==> config.mk <==
export PLATFORM = sky130hd
export DESIGN_NAME = key_debouncer
export DESIGN_NICKNAME = d
export VERILOG_FILES = /design/src/rtl/key_debouncer.sv
export SDC_FILE = /design/constraint.sdc
export NUM_CORES = 1
export LEC_CHECK = 0
export CORE_MARGIN = 5
export CORE_UTILIZATION = 29
export DETAILED_ROUTE_END_ITERATION = 10
export PLACE_DENSITY = 0.56
export SLEW_MARGIN = 20
export SYNTH_ARGS = -nofsm -noshare
export SYNTH_HDL_FRONTEND = slang
export SYNTH_SLANG_ARGS = --single-unit
==> constraint.sdc <==
create_clock -name clk_50m -period 2 [get_ports clk_50m]
set_input_delay 0.2 -clock clk_50m [delete_from_list [all_inputs] [get_ports clk_50m]]
set_output_delay 0.2 -clock clk_50m [all_outputs]
set_load 0.01 [all_outputs]
==> src/rtl/key_debouncer.sv <==
// Debounces active-low push-buttons on the 1 ms tick into levels and press/release/long pulses.
// Optional auto-repeat pulses are built only when KEY_AUTOREPEAT_EN is defined.
module key_debouncer #(
  parameter int NUM_KEYS      = 4,
  parameter int DEBOUNCE_MS   = 20,
  parameter int LONG_PRESS_MS = 1000,
  parameter int REPEAT_MS     = 200
) (
  input  logic                clk_50m,
  input  logic                reset_n,
  input  logic                tick_1ms,
  input  logic [NUM_KEYS-1:0] key_n,
  output logic [NUM_KEYS-1:0] key_level,
  output logic [NUM_KEYS-1:0] key_press,
  output logic [NUM_KEYS-1:0] key_release,
  output logic [NUM_KEYS-1:0] key_long,
  output logic [NUM_KEYS-1:0] key_repeat
);

  localparam int DW = $clog2(DEBOUNCE_MS + 1);
  localparam int HW = $clog2(LONG_PRESS_MS + 1);
  localparam logic [DW-1:0] D_LAST = DW'(DEBOUNCE_MS - 1);
  localparam logic [HW-1:0] H_MAX  = HW'(LONG_PRESS_MS);
`ifdef KEY_AUTOREPEAT_EN
  localparam int RW = $clog2(REPEAT_MS + 1);
  localparam logic [RW-1:0] R_LAST = RW'(REPEAT_MS - 1);
`endif

  if (DEBOUNCE_MS < 1 || LONG_PRESS_MS < 1 || REPEAT_MS < 1) begin : g_bad_params
    $error("key_debouncer: timing parameters must be at least 1");
  end

  typedef enum logic [1:0] {
    IDLE         = 2'd0,
    PRESS_WAIT   = 2'd1,
    HELD         = 2'd2,
    RELEASE_WAIT = 2'd3
  } state_e;

  logic [NUM_KEYS-1:0] sync1_q, sync2_q;

  // Two-stage synchroniser on the inverted (active-high) raw keys
  always_ff @(posedge clk_50m or negedge reset_n) begin
    if (!reset_n) begin
      sync1_q <= '0;
      sync2_q <= '0;
    end else begin
      sync1_q <= ~key_n;
      sync2_q <= sync1_q;
    end
  end

  for (genvar k = 0; k < NUM_KEYS; k++) begin : g_key
    state_e        state_q, state_d;
    logic [DW-1:0] dcnt_q, dcnt_d;
    logic [HW-1:0] hcnt_q, hcnt_d;
    logic          level_q, level_d;
    logic          press_q, press_d;
    logic          release_q, release_d;
    logic          long_q, long_d;
    logic          s;
`ifdef KEY_AUTOREPEAT_EN
    logic [RW-1:0] rcnt_q, rcnt_d;
    logic          repeat_q, repeat_d;
`endif

    assign s = sync2_q[k];

    // Per-key next state: counters only advance on tick_1ms cycles
    always_comb begin
      state_d   = state_q;
      dcnt_d    = dcnt_q;
      hcnt_d    = hcnt_q;
      level_d   = level_q;
      press_d   = 1'b0;
      release_d = 1'b0;
      long_d    = 1'b0;
`ifdef KEY_AUTOREPEAT_EN
      rcnt_d    = rcnt_q;
      repeat_d  = 1'b0;
`endif
      case (state_q)
        IDLE: begin
          if (s) begin
            state_d = PRESS_WAIT;
            dcnt_d  = '0;
          end else begin
            state_d = IDLE;
          end
        end
        PRESS_WAIT: begin
          if (!s) begin
            state_d = IDLE;
          end else if (tick_1ms) begin
            if (dcnt_q == D_LAST) begin
              state_d = HELD;
              level_d = 1'b1;
              press_d = 1'b1;
              hcnt_d  = '0;
            end else begin
              dcnt_d = dcnt_q + 1'b1;
            end
          end else begin
            dcnt_d = dcnt_q;
          end
        end
        HELD: begin
          if (!s) begin
            state_d = RELEASE_WAIT;
            dcnt_d  = '0;
          end else if (tick_1ms) begin
            if (hcnt_q != H_MAX) begin
              hcnt_d = hcnt_q + 1'b1;
              if (hcnt_q == H_MAX - 1'b1) begin
                long_d = 1'b1;
`ifdef KEY_AUTOREPEAT_EN
                rcnt_d = '0;
`endif
              end else begin
                long_d = 1'b0;
              end
            end else begin
`ifdef KEY_AUTOREPEAT_EN
              if (rcnt_q == R_LAST) begin
                repeat_d = 1'b1;
                rcnt_d   = '0;
              end else begin
                rcnt_d = rcnt_q + 1'b1;
              end
`else
              hcnt_d = hcnt_q;
`endif
            end
          end else begin
            hcnt_d = hcnt_q;
          end
        end
        RELEASE_WAIT: begin
          // A bounce back to pressed resumes the hold count where it left off
          if (s) begin
            state_d = HELD;
          end else if (tick_1ms) begin
            if (dcnt_q == D_LAST) begin
              state_d   = IDLE;
              level_d   = 1'b0;
              release_d = 1'b1;
              hcnt_d    = '0;
`ifdef KEY_AUTOREPEAT_EN
              rcnt_d    = '0;
`endif
            end else begin
              dcnt_d = dcnt_q + 1'b1;
            end
          end else begin
            dcnt_d = dcnt_q;
          end
        end
        default: begin
          state_d = IDLE;
          level_d = 1'b0;
          dcnt_d  = '0;
          hcnt_d  = '0;
        end
      endcase
    end

    // Per-key state, counters and registered outputs
    always_ff @(posedge clk_50m or negedge reset_n) begin
      if (!reset_n) begin
        state_q   <= IDLE;
        dcnt_q    <= '0;
        hcnt_q    <= '0;
        level_q   <= 1'b0;
        press_q   <= 1'b0;
        release_q <= 1'b0;
        long_q    <= 1'b0;
`ifdef KEY_AUTOREPEAT_EN
        rcnt_q    <= '0;
        repeat_q  <= 1'b0;
`endif
      end else begin
        state_q   <= state_d;
        dcnt_q    <= dcnt_d;
        hcnt_q    <= hcnt_d;
        level_q   <= level_d;
        press_q   <= press_d;
        release_q <= release_d;
        long_q    <= long_d;
`ifdef KEY_AUTOREPEAT_EN
        rcnt_q    <= rcnt_d;
        repeat_q  <= repeat_d;
`endif
      end
    end

    assign key_level[k]   = level_q;
    assign key_press[k]   = press_q;
    assign key_release[k] = release_q;
    assign key_long[k]    = long_q;
`ifdef KEY_AUTOREPEAT_EN
    assign key_repeat[k]  = repeat_q;
`else
    assign key_repeat[k]  = 1'b0;
`endif
  end

endmodule

==> results.toml <==
[timing]
clock_skew_ns = 0.009360
fmax_mhz = 521.8
fin_crit_sh = 0.9583
worst_pin_slew_ns = 0.6178
final_max_slew_viol_count = 0
hold_viol = 0
fin_crit_ns = 1.917
max-slew-margin-rel = 0.5852
tns_ns = 0
setup_viol = 0

[routing]
wl_met2_um = 4645
drc = 0
routed_wl_um = 9591
viasPerCell = 4.880
wl_met1_um = 4499
drt-wirelength-per-cell_um = 12.54
num_vias = 3733
firstDrtPassIters = 4
initialDrtViolationCount = 205
wl_met3_um = 246
highest_layer = "met4"
antenna_left = 0

[grt]
grt_pass1_vias = 3665
grt_util_all_layers = 0.1023
antenna_found_initial = 0
grt_max_degree = 38
grt_pass1_wl_um = 16740
grt-ovfl-total = 0

[critical_path]
regToRegEndpoint = "g_key[3].hcnt_q[6]$_DFFE_PN0P_"
cp_slowest_cell = "or4_4"
crit_path_end_kind = "flip-flop"
worstPathMaxFanout = 8
path_buf_inv = 0
critPathTopFamily = "simple AND/OR/NAND/NOR gates"
cp-start-kind = "flip-flop"
arrival_ns = 2.18
max_stage_delay_ns = 0.48
ff2ff_setup_slack_ns = 0.08
ff2ff_path_depth = 6
crit_chain = "ha_4 -> and4bb_2 -> nand3_4 -> a21o_4 -> or4_4 -> a21oi_2"
critical_path_class = "flip-flop to flip-flop"
required_ns = 2.27
regToRegStartpoint = "g_key[3].dcnt_q[0]$_DFFE_PN0P_"

[pwr]
p_sw_w = 0.0009674
finalPower_w = 0.004305
cellLeakagePower_nw = 2.518
swShare = 0.2247
p_seq_frac = 0.476
power_frac_clock = 0.453
combPwrFrac = 0.071
power_density_mw_per_mm2 = 744.9
p_int_w = 0.003338
peakVddDrop_uv = 475.7

[flow_run]
drv_cap = 0

[synth]
yosysUniqueCellTypes = 63
synthFlopType = "dfrtp_1"
synth-edff-count = 0
synth_area_per_cell_um2 = 9.619
synth-seq-cells = 92
ys_warn_count = 0
synth_area_leader_cell = "dfrtp_1"
syn_inst = 500
ys_seq_area_frac = 0.4787
synth-async-reset-ratio = 1.000
synth_area_mm2 = 0.004810
synth.most_common_cell = "dfrtp_1"
yosysTopAreaCellShare = 0.4787
yosys-top-cells-area = "dfrtp_1 48%, o21ai_0 4.6%, buf_4 3.4%"
yosys-top-cells-count = "92 x dfrtp_1, 44 x nand2_1, 44 x nor2_1, 44 x o21ai_0, 31 x nand3_1"

[worst_hold_path]
hp-start = "key_n[1]"
hold_path_end = "sync1_q[1]$_DFF_PN0_"
hp-class = "input port to flip-flop"
min_path_cells = 2

[cells_and_area]
synthToLayoutAreaGrowth_pct = 20.16
num-fill-cells = 1637
insertedDiodeCount = 0
layout.nets = 560
utilization = 0.3522
multi_input_area_mm2 = 0.002268
fin_area_mm2 = 0.005779
ff_latch_area_mm2 = 0.002302
layout-drive-gt1-share = 0.1450
finalNonFillerCells = 765

[status]
status = "finished, final reports clean"

[clocking]
cts_tree = "done"
cts.sinks = 92
cts_root_buffer = "clkbuf_16"
cts_made_buffers = 9
worstSkewPairLatency_ns = 0.34
htree_levels = 3
max-clock-path-buffers = 2
path_clk_slew_ns = 0.06

[floorplanning]
io-pin-count = 27
die-area_mm2 = 0.01926
coreArea_mm2 = 0.01641
num_rows = 47
dieWidth_um = 138.8
die_y_um = 138.8
start_util = 0.2931

[place]
dp_cells = 746
io_buffers = 22
gp_congestion = 0.8182
dp_hpwl_um = 6866
placed_cell_area_mm2 = 0.005359
metal layers:
| layer | track usage | vias to the layer above |
|---|---|---|
| met1 | 0.1282 | 1831 |
| met3 | 0.02207 | 14 |
| met4 | 0.04325 | 0 |
| met2 | 0.1711 | 43 |
| met5 | 0 | - |
| li1 | - | 1845 |
per-stage QoR:
step | setup slack, ns | hold WS [ns]
4_1_cts | 0.004132 | 0.3353
6_report | 0.08344 | 0.3432
2_1_floorplan | 0.1913 | -0.09559
3_3_place_gp | -0.1475 | 0.2049
3_5_place_dp | -0.1637 | 0.2084
5_1_grt | -0.01098 | 0.3385
area by class of cell:
class                           count  area share
Clock buffer                       11     0.04200
Clock inverter                      4     0.01689
Inverter                           20     0.01299
Multi-Input combinational cell    358      0.3925
Sequential cell                    92      0.3984
Tap cell                          220     0.04763
Timing Repair Buffer               60     0.08963
sequential cells by signal, indices dropped and copies added, names as in the netlist, named ones only:
signal,count
g_key.state_q,4
g_key.release_q,4
g_key.press_q,4
sync1_q,4
g_key.hcnt_q,40
g_key.long_q,4
g_key.dcnt_q,20
g_key.level_q,4
sync2_q,4
kinds of logic (layout without fill, tap and decap cells):
| group | after synthesis | after routing | share of synthesized area |
|---|---|---|---|
| buffers and inverters | 53 | 95 | 0.06191 |
| other | 1 | 4 | 0.0007797 |
| AND/OR/NAND/NOR | 215 | 215 | 0.2414 |
| flip-flops | 92 | 92 | 0.4787 |
| AO/OA/AOI/OAI | 107 | 107 | 0.1475 |
| multiplexers | 4 | 4 | 0.009365 |
| XOR/XNOR | 16 | 16 | 0.02914 |
| adder cells (fa/ha/maj) | 12 | 12 | 0.03122 |
cell usage in the layout, fill, tap and decap left out, types with 13 or more instances in the layout:
master / Yosys / final
nand2_1: 44 / 44
o31ai_1: 15 / 15
inv_1: 19 / 19
buf_4: 22 / 37
nand3_1: 31 / 31
clkdlybuf4s50_1: 0 / 21
o21ai_0: 44 / 44
a21oi_1: 15 / 13
nor2_1: 44 / 44
nand2b_1: 16 / 16
dfrtp_1: 92 / 92
power groups by stage:
stage	clock (W)	sequential [W]	combinational (W)
floorplan	0	0.00205	0.000197
global placement	0	0.00207	0.000290
detailed placement	0	0.00208	0.000306
CTS	0.00202	0.00204	0.000311
global route	0.00208	0.00206	0.000356
finish	0.00195	0.00205	0.000307
worst max-delay path by stage:
stage	to	depth (start not counted)	slack (ns)	startpoint
5_1_grt	g_key[3].hcnt_q[6]$_DFFE_PN0P_	6	-0.01	g_key[3].dcnt_q[0]$_DFFE_PN0P_
4_1_cts	g_key[3].hcnt_q[6]$_DFFE_PN0P_	6	0.004	g_key[3].dcnt_q[1]$_DFFE_PN0P_
3_3_place_gp	g_key[0].hcnt_q[8]$_DFFE_PN0P_	7	-0.15	tick_1ms
3_5_place_dp	g_key[0].hcnt_q[8]$_DFFE_PN0P_	7	-0.16	tick_1ms
6_report	g_key[3].hcnt_q[6]$_DFFE_PN0P_	6	0.08	g_key[3].dcnt_q[0]$_DFFE_PN0P_
2_1_floorplan	g_key[2].hcnt_q[3]$_DFFE_PN0P_	7	0.19	g_key[2].dcnt_q[0]$_DFFE_PN0P_
worst register-to-register path: stages (launching register included):
cell      delay [ns]
dfrtp_1         0.41
ha_4            0.17
and4bb_2        0.28
nand3_4         0.10
a21o_4          0.26
or4_4           0.48
a21oi_2         0.15
repair_timing:
item                                    4_1_cts  5_1_grt
endpoints found under the setup margin        3        9
endpoints found under the hold margin        34        0
resized for setup                             4        6
hold buffers                                  1        0
buffers inserted                              0        3
pin swaps                                     0        2
No activity file was read; power rests on OpenSTA's default activity.
==> edit (same settings) <==
Register the output `key_level` once more, with the module's reset; this adds one clock of latency there. The other outputs are not delayed to match.
--- a/src/rtl/key_debouncer.sv
+++ b/src/rtl/key_debouncer.sv
@@ -22,4 +22,6 @@
   localparam logic [DW-1:0] D_LAST = DW'(DEBOUNCE_MS - 1);
   localparam logic [HW-1:0] H_MAX  = HW'(LONG_PRESS_MS);
+
+  logic [NUM_KEYS-1:0] key_level_d;
 `ifdef KEY_AUTOREPEAT_EN
   localparam int RW = $clog2(REPEAT_MS + 1);
@@ -194,5 +196,5 @@
     end
 
-    assign key_level[k]   = level_q;
+    assign key_level_d[k]   = level_q;
     assign key_press[k]   = press_q;
     assign key_release[k] = release_q;
@@ -205,4 +207,12 @@
   end
 
+  always_ff @(posedge clk_50m or negedge reset_n) begin
+    if (!reset_n) begin
+      key_level <= '0;
+    end else begin
+      key_level <= key_level_d;
+    end
+  end
+
 endmodule
 
Check against the original RTL: same outputs for any inputs over 4 cycles, from zero or initial values and one cycle with reset_n low; that may be too few to reach the edited logic, so the function may still have changed.
==> edit against the unedited design <==
- sequential cell count is 4 higher
- worst setup slack worse by 0.031 ns
- power is 3.1% higher
- synthesized area is 10% higher
- final area is 8.2% higher
- routed wire length is 13% higher
- critical endpoint is now g_key[3].hcnt_q[0]$_DFFE_PN0P_
- largest cell class is now multi-input combinational cells
==> edit: results (changes against the unedited design) <==
** Status
- Result of the run :: complete, no violations

** Cells and area
- Share of layout cells above drive strength 1 :: 14.2% (-0.31 points)
- The number of nets in the layout was 580 (+3.6%).
- The final instance count without filler cells is 793 (+3.7%).

** Detailed routing
- The wire length on met1 is 5.26 mm (+17%).
- The first-pass detailed-route iteration total was 6 (+2).
- Wire length on met2 :: 5.12 mm (+10%)

** Clock network
- The count of instances resized after the clock tree is built is 1 (-3).

** Critical path
- In this run the worst setup path begins at g_key[3].hcnt_q[0]$_DFFE_PN0P_.
- The maximum cell stage delay along the critical path was 0.63 ns (+0.15 ns).
- Master of the slowest instance on the critical path :: sky130_fd_sc_hd__o41ai_4

** Global routing
- GR Util met1 :: 13.9% (+1.1 points)
- The via count of the first global-routing pass was 3869 (+5.6%).
- The wire length of the first global-routing pass came to 18.9 mm (+13%).
- Total global-route track usage :: 10.5% (+0.28 points)
- Met2 usage :: 16.7% (-0.36 points)

** Placement
- The last weighted congestion value of the routability-driven placer was 0.849 (+3.8%).
- Placement-stage worst setup slack :: -0.0758 ns (+0.0879 ns)
- Final HPWL DP :: 7.59 mm (+11%)

** Power
- Static power due to leakage :: 2.59 nW (+2.7%)
- The peak supply drop came to 0.426 mV (-10%).

** Yosys
- Ranking of synthesized cells by area :: sky130_fd_sc_hd__dfrtp_1 45%, sky130_fd_sc_hd__mux2i_1 4.5%, sky130_fd_sc_hd__nand2b_1 4.4%, sky130_fd_sc_hd__nand2_1 4.0%, sky130_fd_sc_hd__ha_1 2.8%
- The post-synthesis share of cell area spent on full adders, half adders and majority gates was 2.83% (-0.29 points).
- The mux cell area share after synthesis was 5.88% (+4.9 points).
- The sequential-to-total area share from yosys stat is 45.3% (-2.6 points).

** Worst hold path
- Worst hold endpoint :: sync1_q[3]$_DFF_PN0_
- In this run the most critical hold path is launched from key_n[3].

** Timing
- The worst hold slack across all endpoints is 0.325 ns (-0.0177 ns).
- The share of the cycle needed by the critical path after routing came to 97.4% (+1.6 points).
[edit: changes by cell type in the layout (fill, tap and decap cells not counted), moves of 9 or more]
cell,change
sky130_fd_sc_hd__inv_1,+9
sky130_fd_sc_hd__a211oi_1,+9
sky130_fd_sc_hd__nor2_1,-31
sky130_fd_sc_hd__mux2i_1,+24
sky130_fd_sc_hd__nand2_1,+13
sky130_fd_sc_hd__nand2b_1,+21
sky130_fd_sc_hd__o21ai_0,-21
sky130_fd_sc_hd__nand3_1,-9
sky130_fd_sc_hd__a31oi_1,+10
sky130_fd_sc_hd__o31ai_1,-12
sky130_fd_sc_hd__buf_4,-9
[edit: layout make-up]
type                            count  area (sq um)
Fill cell                        1797         11700
Multi-Input combinational cell    373          2660
Sequential cell                    96          2400
Timing Repair Buffer               53           482
Tap cell                          229           287
Clock buffer                       10           229
Inverter                           28           105
Clock inverter                      4          95.1
[edit: power by group]
group          internal, mW  leakage [nW]  switching (mW)
combinational         0.169          1.26           0.207
sequential             2.03          1.17           0.103
clock                  1.21         0.158           0.721
